`config.mk`:
```
export PLATFORM = sky130hd
export DESIGN_NAME = decode_hazard_pipe_flat
export DESIGN_NICKNAME = d
export VERILOG_FILES = /design/src/rtl/decode_hazard_pipe_if.sv /design/src/rtl/decode_hazard_pipe.sv /design/src/flat_wrapper.sv
export SDC_FILE = /design/constraint.sdc
export NUM_CORES = 1
export LEC_CHECK = 0
export CAP_MARGIN = 0
export CORE_AREA = 5 5 156 158
export DETAILED_ROUTE_END_ITERATION = 16
export DIE_AREA = 0 0 161 163
export PLACE_DENSITY = 0.75
export SETUP_SLACK_MARGIN = 0.1
export SYNTH_ARGS = -nofsm -noshare
export SYNTH_HDL_FRONTEND = slang
export SYNTH_SLANG_ARGS = --single-unit
```
`constraint.sdc`:
```
create_clock -name clk -period 2.5 [get_ports clk]
set_clock_uncertainty 0.1 [all_clocks]
set_input_delay 0.5 -clock clk [delete_from_list [all_inputs] [get_ports clk]]
set_output_delay 0.5 -clock clk [all_outputs]
set_load 0.02 [all_outputs]
```
`src/rtl/decode_hazard_pipe_if.sv`:
```
// Decode-to-execute bundle: decoded fields in, handshake, writeback port,
// registered ID/EX bundle out and the stall indication.
interface decode_hazard_pipe_if #(
  parameter int DATA_W = 16,
  parameter int REG_AW = 3,
  parameter int CTRL_W = 32
);
  logic              id_valid;
  logic              id_ready;
  logic [REG_AW-1:0] id_rs;
  logic [REG_AW-1:0] id_rt;
  logic              id_rs_use;
  logic              id_rt_use;
  logic [REG_AW-1:0] id_rd;
  logic              id_regwrt;
  logic              id_memread;
  logic [CTRL_W-1:0] id_ctrl;
  logic [DATA_W-1:0] id_imm;
  logic              id_err;
  logic              flush;
  logic              ex_ready;
  logic              wb_en;
  logic [REG_AW-1:0] wb_reg;
  logic [DATA_W-1:0] wb_data;
  logic              ex_valid;
  logic [CTRL_W-1:0] ex_ctrl;
  logic [DATA_W-1:0] ex_imm;
  logic [DATA_W-1:0] ex_a;
  logic [DATA_W-1:0] ex_b;
  logic [REG_AW-1:0] ex_rd;
  logic              ex_regwrt;
  logic              ex_memread;
  logic              ex_err;
  logic              stall;

  // Upstream decode / writeback / EX side.
  modport master (
    output id_valid, id_rs, id_rt, id_rs_use, id_rt_use, id_rd, id_regwrt,
           id_memread, id_ctrl, id_imm, id_err, flush, ex_ready,
           wb_en, wb_reg, wb_data,
    input  id_ready, ex_valid, ex_ctrl, ex_imm, ex_a, ex_b, ex_rd,
           ex_regwrt, ex_memread, ex_err, stall
  );

  // Decode back end.
  modport slave (
    input  id_valid, id_rs, id_rt, id_rs_use, id_rt_use, id_rd, id_regwrt,
           id_memread, id_ctrl, id_imm, id_err, flush, ex_ready,
           wb_en, wb_reg, wb_data,
    output id_ready, ex_valid, ex_ctrl, ex_imm, ex_a, ex_b, ex_rd,
           ex_regwrt, ex_memread, ex_err, stall
  );
endinterface

```
`src/rtl/decode_hazard_pipe.sv`:
```
// Decode-stage back end: NREGS x DATA_W register file, load-use / writeback
// hazard detection with stall, and the ID/EX pipeline register with
// valid/ready handshake and flush.
// Optional feature macro: DECODE_BYPASS_EN (write-before-read regfile bypass;
// when undefined a same-cycle writeback to a used source register stalls).
module decode_hazard_pipe #(
  parameter int DATA_W = 16,
  parameter int REG_AW = 3,
  parameter int CTRL_W = 32
) (
  input logic                clk,
  input logic                rst,
  decode_hazard_pipe_if.slave bus
);
  localparam int NREGS = 2 ** REG_AW;

  typedef struct packed {
    logic              valid;
    logic [CTRL_W-1:0] ctrl;
    logic [DATA_W-1:0] imm;
    logic [DATA_W-1:0] a;
    logic [DATA_W-1:0] b;
    logic [REG_AW-1:0] rd;
    logic              regwrt;
    logic              memread;
    logic              err;
  } ex_t;

  logic [DATA_W-1:0] regs_q [NREGS];
  logic [DATA_W-1:0] regs_d [NREGS];
  ex_t               ex_q;
  ex_t               ex_d;

  logic [DATA_W-1:0] rd_a;
  logic [DATA_W-1:0] rd_b;
  logic              load_use;
  logic              wb_hazard;
  logic              hazard;
  logic              advance;
  logic              id_ready;

  // Combinational register reads, optionally bypassing the writeback port.
  always_comb begin
    rd_a = regs_q[bus.id_rs];
    rd_b = regs_q[bus.id_rt];
`ifdef DECODE_BYPASS_EN
    if (bus.wb_en && (bus.wb_reg == bus.id_rs)) rd_a = bus.wb_data;
    if (bus.wb_en && (bus.wb_reg == bus.id_rt)) rd_b = bus.wb_data;
`endif
  end

  // Hazard detection and ID/EX handshake.
  always_comb begin
    load_use = ex_q.valid && ex_q.memread && ex_q.regwrt &&
               ((bus.id_rs_use && (bus.id_rs == ex_q.rd)) ||
                (bus.id_rt_use && (bus.id_rt == ex_q.rd)));
`ifdef DECODE_BYPASS_EN
    wb_hazard = 1'b0;
`else
    wb_hazard = bus.wb_en &&
                ((bus.id_rs_use && (bus.id_rs == bus.wb_reg)) ||
                 (bus.id_rt_use && (bus.id_rt == bus.wb_reg)));
`endif
    hazard   = load_use || wb_hazard;
    advance  = bus.ex_ready || !ex_q.valid;
    id_ready = advance && !hazard && !bus.flush;
  end

  // Register file next state: single write port.
  always_comb begin
    regs_d = regs_q;
    if (bus.wb_en) regs_d[bus.wb_reg] = bus.wb_data;
  end

  // ID/EX next state: flush > hold > bubble > load.
  // Bubble and flush clear only valid/control/flags; operand fields are kept.
  always_comb begin
    ex_d = ex_q;
    if (bus.flush || (advance && (!bus.id_valid || hazard))) begin
      ex_d.valid   = 1'b0;
      ex_d.ctrl    = '0;
      ex_d.regwrt  = 1'b0;
      ex_d.memread = 1'b0;
      ex_d.err     = 1'b0;
    end else if (advance) begin
      ex_d.valid   = 1'b1;
      ex_d.ctrl    = bus.id_ctrl;
      ex_d.imm     = bus.id_imm;
      ex_d.a       = rd_a;
      ex_d.b       = rd_b;
      ex_d.rd      = bus.id_rd;
      ex_d.regwrt  = bus.id_regwrt;
      ex_d.memread = bus.id_memread;
      ex_d.err     = bus.id_err;
    end
  end

  // State registers with synchronous active-low reset.
  always_ff @(posedge clk) begin
    if (!rst) begin
      regs_q <= '{default: '0};
      ex_q   <= '0;
    end else begin
      regs_q <= regs_d;
      ex_q   <= ex_d;
    end
  end

  assign bus.id_ready   = id_ready;
  assign bus.stall      = bus.id_valid && !id_ready;
  assign bus.ex_valid   = ex_q.valid;
  assign bus.ex_ctrl    = ex_q.ctrl;
  assign bus.ex_imm     = ex_q.imm;
  assign bus.ex_a       = ex_q.a;
  assign bus.ex_b       = ex_q.b;
  assign bus.ex_rd      = ex_q.rd;
  assign bus.ex_regwrt  = ex_q.regwrt;
  assign bus.ex_memread = ex_q.memread;
  assign bus.ex_err     = ex_q.err;
endmodule
```
`src/flat_wrapper.sv`:
```
// flat-port wrapper written by rule: the top's interface ports become plain ports
module decode_hazard_pipe_flat 
#(
  parameter int DATA_W = 16,
  parameter int REG_AW = 3,
  parameter int CTRL_W = 32
)
  (clk, rst, bus_id_valid, bus_id_rs, bus_id_rt, bus_id_rs_use, bus_id_rt_use, bus_id_rd, bus_id_regwrt, bus_id_memread, bus_id_ctrl, bus_id_imm, bus_id_err, bus_flush, bus_ex_ready, bus_wb_en, bus_wb_reg, bus_wb_data, bus_id_ready, bus_ex_valid, bus_ex_ctrl, bus_ex_imm, bus_ex_a, bus_ex_b, bus_ex_rd, bus_ex_regwrt, bus_ex_memread, bus_ex_err, bus_stall);
  decode_hazard_pipe_if #(.DATA_W(DATA_W), .REG_AW(REG_AW), .CTRL_W(CTRL_W)) bus_i ();
  input logic clk;
  input logic rst;
  input wire logic [$bits(bus_i.id_valid)-1:0] bus_id_valid;
  input wire logic [$bits(bus_i.id_rs)-1:0] bus_id_rs;
  input wire logic [$bits(bus_i.id_rt)-1:0] bus_id_rt;
  input wire logic [$bits(bus_i.id_rs_use)-1:0] bus_id_rs_use;
  input wire logic [$bits(bus_i.id_rt_use)-1:0] bus_id_rt_use;
  input wire logic [$bits(bus_i.id_rd)-1:0] bus_id_rd;
  input wire logic [$bits(bus_i.id_regwrt)-1:0] bus_id_regwrt;
  input wire logic [$bits(bus_i.id_memread)-1:0] bus_id_memread;
  input wire logic [$bits(bus_i.id_ctrl)-1:0] bus_id_ctrl;
  input wire logic [$bits(bus_i.id_imm)-1:0] bus_id_imm;
  input wire logic [$bits(bus_i.id_err)-1:0] bus_id_err;
  input wire logic [$bits(bus_i.flush)-1:0] bus_flush;
  input wire logic [$bits(bus_i.ex_ready)-1:0] bus_ex_ready;
  input wire logic [$bits(bus_i.wb_en)-1:0] bus_wb_en;
  input wire logic [$bits(bus_i.wb_reg)-1:0] bus_wb_reg;
  input wire logic [$bits(bus_i.wb_data)-1:0] bus_wb_data;
  output wire logic [$bits(bus_i.id_ready)-1:0] bus_id_ready;
  output wire logic [$bits(bus_i.ex_valid)-1:0] bus_ex_valid;
  output wire logic [$bits(bus_i.ex_ctrl)-1:0] bus_ex_ctrl;
  output wire logic [$bits(bus_i.ex_imm)-1:0] bus_ex_imm;
  output wire logic [$bits(bus_i.ex_a)-1:0] bus_ex_a;
  output wire logic [$bits(bus_i.ex_b)-1:0] bus_ex_b;
  output wire logic [$bits(bus_i.ex_rd)-1:0] bus_ex_rd;
  output wire logic [$bits(bus_i.ex_regwrt)-1:0] bus_ex_regwrt;
  output wire logic [$bits(bus_i.ex_memread)-1:0] bus_ex_memread;
  output wire logic [$bits(bus_i.ex_err)-1:0] bus_ex_err;
  output wire logic [$bits(bus_i.stall)-1:0] bus_stall;
  assign bus_i.id_valid = bus_id_valid;
  assign bus_i.id_rs = bus_id_rs;
  assign bus_i.id_rt = bus_id_rt;
  assign bus_i.id_rs_use = bus_id_rs_use;
  assign bus_i.id_rt_use = bus_id_rt_use;
  assign bus_i.id_rd = bus_id_rd;
  assign bus_i.id_regwrt = bus_id_regwrt;
  assign bus_i.id_memread = bus_id_memread;
  assign bus_i.id_ctrl = bus_id_ctrl;
  assign bus_i.id_imm = bus_id_imm;
  assign bus_i.id_err = bus_id_err;
  assign bus_i.flush = bus_flush;
  assign bus_i.ex_ready = bus_ex_ready;
  assign bus_i.wb_en = bus_wb_en;
  assign bus_i.wb_reg = bus_wb_reg;
  assign bus_i.wb_data = bus_wb_data;
  assign bus_id_ready = bus_i.id_ready;
  assign bus_ex_valid = bus_i.ex_valid;
  assign bus_ex_ctrl = bus_i.ex_ctrl;
  assign bus_ex_imm = bus_i.ex_imm;
  assign bus_ex_a = bus_i.ex_a;
  assign bus_ex_b = bus_i.ex_b;
  assign bus_ex_rd = bus_i.ex_rd;
  assign bus_ex_regwrt = bus_i.ex_regwrt;
  assign bus_ex_memread = bus_i.ex_memread;
  assign bus_ex_err = bus_i.ex_err;
  assign bus_stall = bus_i.stall;
  decode_hazard_pipe #(.DATA_W(DATA_W), .REG_AW(REG_AW), .CTRL_W(CTRL_W)) u_core (.clk(clk), .rst(rst), .bus(bus_i));
endmodule
```
Yosys cells after proc, flatten, opt, wreduce, memory -nomap -nowiden
Cells that the tools add are included.
Word-level totals
  flip-flop bits (word level): 215
  latch bits: 0
  memory bits (writable): 0
  memory bits (read-only): 0
  input bits: 87
  output and inout port bits: 89
  word-level logic and storage cells: 65
  memories kept: 0
Cells by class
  add/subtract/negate cells: 0
  multiply operators: 0
  divide/modulo/power cells: 0
  magnitude comparators: 4
  eq/ne operators: 4
  shifts and indexed selects: 0
  muxes and demuxes: 9
  bitwise operators: 5
  reduce and logical (&&, ||, !) cells: 26
Operators by type and width (count)
  128-bit bitwise mux: 1
  16-bit binary-select mux with 3-bit select: 2
  16-bit 2-to-1 mux: 5
  16-bit demux with 3-bit select: 1
  1-bit logical AND: 13
  3-bit == test: 4
  4-bit >= comparator, second input constant: 3
  3-bit NOT with 4-bit output: 3
  1-bit logical OR: 6
  1-bit zero test: 5
  4-bit by 1-bit < comparator with 1-bit output, second input constant: 1
  1-bit NOT: 2
  2-bit AND reduction: 1
  2-bit OR reduction: 1

Longest topological paths before layout
  word-level depth: 10
  depth in mapped cells: 8
  gate-level depth less buffers: 5

Least setup slack after synthesis
OpenSTA, ideal clock, no wires.
  path kind: input to output
  start point: input port bus_id_rt[0]
  end point: output port bus_stall
  arrival: 2021 ps
  data required time: 1900 ps
  setup slack: -121 ps
  cell stages on the path: 6
  buffers on the path: 1
  path through: buf_4 xnor2_1 nand4_1 a21boi_2 nor4_1 nor2b_1
On the way
  cells in the longest elaborated chain, start to end: 10
RTL lines
  start, declared: RTL line flat_wrapper.sv:14  | input wire logic [$bits(bus_i.id_rt)-1:0] bus_id_rt;
  3-bit == test (on tied branches): RTL line decode_hazard_pipe.sv:56, decode_hazard_pipe.sv:62
  1-bit logical AND (on tied branches): RTL line decode_hazard_pipe.sv:56, decode_hazard_pipe.sv:62
  1-bit logical OR (on tied branches): RTL line decode_hazard_pipe.sv:55, decode_hazard_pipe.sv:61
  1-bit logical AND (on tied branches): RTL line decode_hazard_pipe.sv:54, decode_hazard_pipe.sv:60
  1-bit logical OR *: RTL line decode_hazard_pipe.sv:64  | hazard = load_use || wb_hazard;
  1-bit zero test *: RTL line decode_hazard_pipe.sv:66  | id_ready = advance && !hazard && !bus.flush;
  1-bit logical AND * (2 in a row): RTL line decode_hazard_pipe.sv:66
  net bus_id_ready: RTL line flat_wrapper.sv:28  | output wire logic [$bits(bus_i.id_ready)-1:0] bus_id_ready;
  1-bit zero test *: RTL line decode_hazard_pipe.sv:110  | assign bus.stall = bus.id_valid && !id_ready;
  1-bit logical AND *: RTL line decode_hazard_pipe.sv:110
  end, declared: RTL line flat_wrapper.sv:38  | output wire logic [$bits(bus_i.stall)-1:0] bus_stall;
Mark *: on every way through the listed nets, which the timed path passes. The rest lies on a longest branch.

Worst setup path in the final report
  start point: input port bus_id_rt[1]
  end point: output port bus_stall
On the way
  cells in the longest elaborated chain, start to end: 10
RTL lines (RTL line)
  3-bit == test (on tied branches): decode_hazard_pipe.sv:56, decode_hazard_pipe.sv:62
  1-bit logical AND (on tied branches): decode_hazard_pipe.sv:56, decode_hazard_pipe.sv:62
  1-bit logical OR (on tied branches): decode_hazard_pipe.sv:55, decode_hazard_pipe.sv:61
  1-bit logical AND (on tied branches): decode_hazard_pipe.sv:54, decode_hazard_pipe.sv:60
  1-bit logical OR *: decode_hazard_pipe.sv:64
  1-bit zero test *: decode_hazard_pipe.sv:66
  1-bit logical AND * (2 in a row): decode_hazard_pipe.sv:66
  1-bit zero test *: decode_hazard_pipe.sv:110
  1-bit logical AND *: decode_hazard_pipe.sv:110
Every way passes the cells marked *; elsewhere a longest branch is shown, timed or not.

==> impl_metrics.tcl <==
set metrics [dict create \
    dpl_cell_area_sq_um 12200 \
    min-delay-start "rst" \
    yosysTopAreaCell "dfxtp_1" \
    fin_area_sq_um 12900 \
    crit_path_max_incr_delay_ps 290 \
    slew_violations 0 \
    ios 176 \
    io_buffer_count 175 \
    drc 0 \
    path_clk_slew_ps 60 \
    ys_top_cells_by_area "dfxtp_1, mux4_2, nand2_1" \
    grt_pass1_wl_um 46400 \
    grt_max_degree 72 \
    cp-end-kind "primary output" \
    synth_nets 1120 \
    peakVddDrop_uv 487 \
    grt_pass1_vias 8390 \
    crit_top_cell "buf_4" \
    cp.required_ps 1900 \
    p_int_mw 5.99 \
    clkPwrFrac 0.434 \
    p_leak_nw 4.54 \
    crit_fanout 3 \
    clock_path_buffers 3 \
    crit_type "input port to primary output" \
    drtIter0Drc 592 \
    cpMaxStageDelayCell "dlygate4sd2_1" \
    synthesis.area_sq_um 10100 \
    cts_buffers 23 \
    max_slew_margin 0.534 \
    reg2reg_from "u_core.bus.ex_rd[1]" \
    hold_violations 0 \
    grt_use_total 0.219 \
    ff_latch_area_sq_um 4310 \
    multi_input_area_sq_um 5330 \
    grt_overflow 0 \
    row_count 56 \
    die_area_sq_um 26200 \
    syn_avg_cell_area_sq_um 9.79 \
    antennaDiodeCount 0 \
    initial_core_util 0.440 \
    final_common_cell "nand2_1" \
    seq_area_frac_synth 0.426 \
    die_h_um 163 \
    routed_wl_um 29400 \
    hpwl_um 18900 \
    crit_family "buffers and inverters" \
    synth_edf_count 0 \
    finalSetupViolations 0 \
    period_needed_ps 2410 \
    maxCapViolCount 0 \
    path_cells "dlygate4sd2_1 > xnor2_1 > nand4_1 > a21boi_2 > nor4_2 > buf_4 > nor2b_1 > buf_4" \
    htreeDepth 1 \
    synth-warning-count 0 \
    dr.pass1.iters 5 \
    critPathBufInv 3 \
    routedWlPerCell_um 19.7 \
    grt_antenna_before_repair 5 \
    p_per_area_nw_per_um2 605 \
    synth_cells 1033 \
    cts_root_buf "clkbuf_16" \
    synthFlopType "dfxtp_1" \
    fmax_mhz 415 \
    fin_nets 1270 \
    drive_gt1_frac 0.164 \
    p_switching_mw 1.85 \
    fin_crit_sh 0.963 \
    syn_to_final_growth_pct 28.1 \
    cts_tree "yes" \
    power.total_mw 7.84 \
    rsz0062_at_grt "yes" \
    combPwrFrac 0.112 \
    status "complete, no violations" \
    cp-start-kind "input port" \
    routed_via_density 5.53 \
    final_cell_mix "nand2_1, dfxtp_1, clkdlybuf4s50_1, a21boi_0, mux4_2" \
    hold_path.class "input port to flip-flop" \
    cp-startpoint "bus_id_rt[1]" \
    netlist.area_leader.share 0.426 \
    num_vias 8231 \
    fill_cells 1909 \
    gp_congestion 0.787 \
    swShare 0.236 \
    tightestPinTransition_ps 699 \
    die_w_um 161 \
    arrival_ps 1810 \
    synth_cell_types 30 \
    ys_ff_latch 215 \
    clock_latency_ps 500 \
    pwr-share-seq 0.454 \
    coreArea_sq_um 23000 \
    cts.sinks 215 \
    synthArstFlopShare 0 \
    ant_nets 0 \
]
-- layer usage --
layer  track usage  up-vias  routed length, um
met1         0.273     3963              12000
met3        0.0456       60               2310
li1              -     3859                  -
met5             0        -                 69
met2         0.385      339              14400
met4        0.0686       10                636
-- power groups by stage --
stage / Clock [mW] / Combinational, mW / Sequential (mW)
after floorplan: 0 / 0.473 / 3.67
after global placement: 0 / 0.864 / 3.63
after detailed placement: 0 / 0.874 / 3.64
after CTS: 3.45 / 0.874 / 3.56
after global routing: 3.59 / 0.932 / 3.57
final: 3.40 / 0.874 / 3.56
-- flip-flops by register name, summed over array words and instances (netlist names) --
name,count
u_core.bus.ex_rd,3
u_core.bus.ex_a,16
u_core.bus.ex_regwrt,1
u_core.bus.ex_valid,1
u_core.bus.ex_imm,16
u_core.regs_q,128
u_core.bus.ex_err,1
u_core.bus.ex_ctrl,32
u_core.bus.ex_b,16
u_core.bus.ex_memread,1
-- cell type report --
class                   instances  area share
multi-input cells             723       0.412
flip-flops and latches        215       0.333
repair buffers                219       0.168
clock buffers                  32      0.0509
well taps                     290      0.0280
clock inverters                 9     0.00754
inverters                       1    0.000290
-- Yosys cell counts, types with 8 or more instances --
| cell | count |
|---|---|
| dfxtp_1 | 215 |
| buf_6 | 10 |
| nand2_1 | 364 |
| buf_4 | 15 |
| a22o_1 | 35 |
| buf_1 | 11 |
| mux2_2 | 32 |
| clkbuf_1 | 42 |
| buf_2 | 16 |
| mux4_2 | 64 |
| xnor2_1 | 12 |
| a21boi_0 | 110 |
| a21boi_1 | 18 |
| nor2_1 | 8 |
| mux2i_1 | 51 |
-- timing repair --
action | 4_1_cts | 5_1_grt
buffers inserted | 0 | 1
setup endpoints to repair | 2 | 2
hold endpoints to repair | 0 | 0
pin swaps | 3 | 7
hold buffers | 0 | 0
resized for setup | 20 | 6
-- final timing paths --
kind,to,slack (ps),depth (start not counted)
max reg2reg,u_core.bus.ex_a[9],620,8
min reg2reg,u_core.bus.ex_b[12],360,2
max,bus_stall,90,8
min,u_core.bus.ex_valid,160,2
-- logic make-up after synthesis --
kind of cell    synth area share
flops                      0.426
simple gates               0.157
xor+xnor                  0.0104
mux                        0.229
buf+inv                   0.0502
compound gates             0.128
-- worst reg2reg max path, delay by kind of cell (launching register included) --
kind | cells | cell delay (ps)
buffers and inverters | 3 | 570
AOI/OAI and AO/OA | 1 | 80
DFF | 1 | 360
and+or+nand+nor | 2 | 330
xor gates and xnor gates | 1 | 130
muxes | 1 | 240
-- stage by stage --
| stage | hold WS, ps | std cells | worst slack, ps | TNS, ps | utilization |
|---|---|---|---|---|---|
| after detailed placement | 347 | 1447 | -595 | -5530 | 0.530 |
| after CTS | 146 | 1488 | 70.2 | 0 | 0.562 |
| after floorplan | 342 | 1033 | 161 | 0 | - |
| final | 160 | 1489 | 92.1 | 0 | 0.563 |
| after global routing | 160 | 1489 | 4.69 | 0 | 0.563 |
| after global placement | 344 | 1447 | -569 | -4670 | 0.530 |
(Power assumes the default switching activity.)
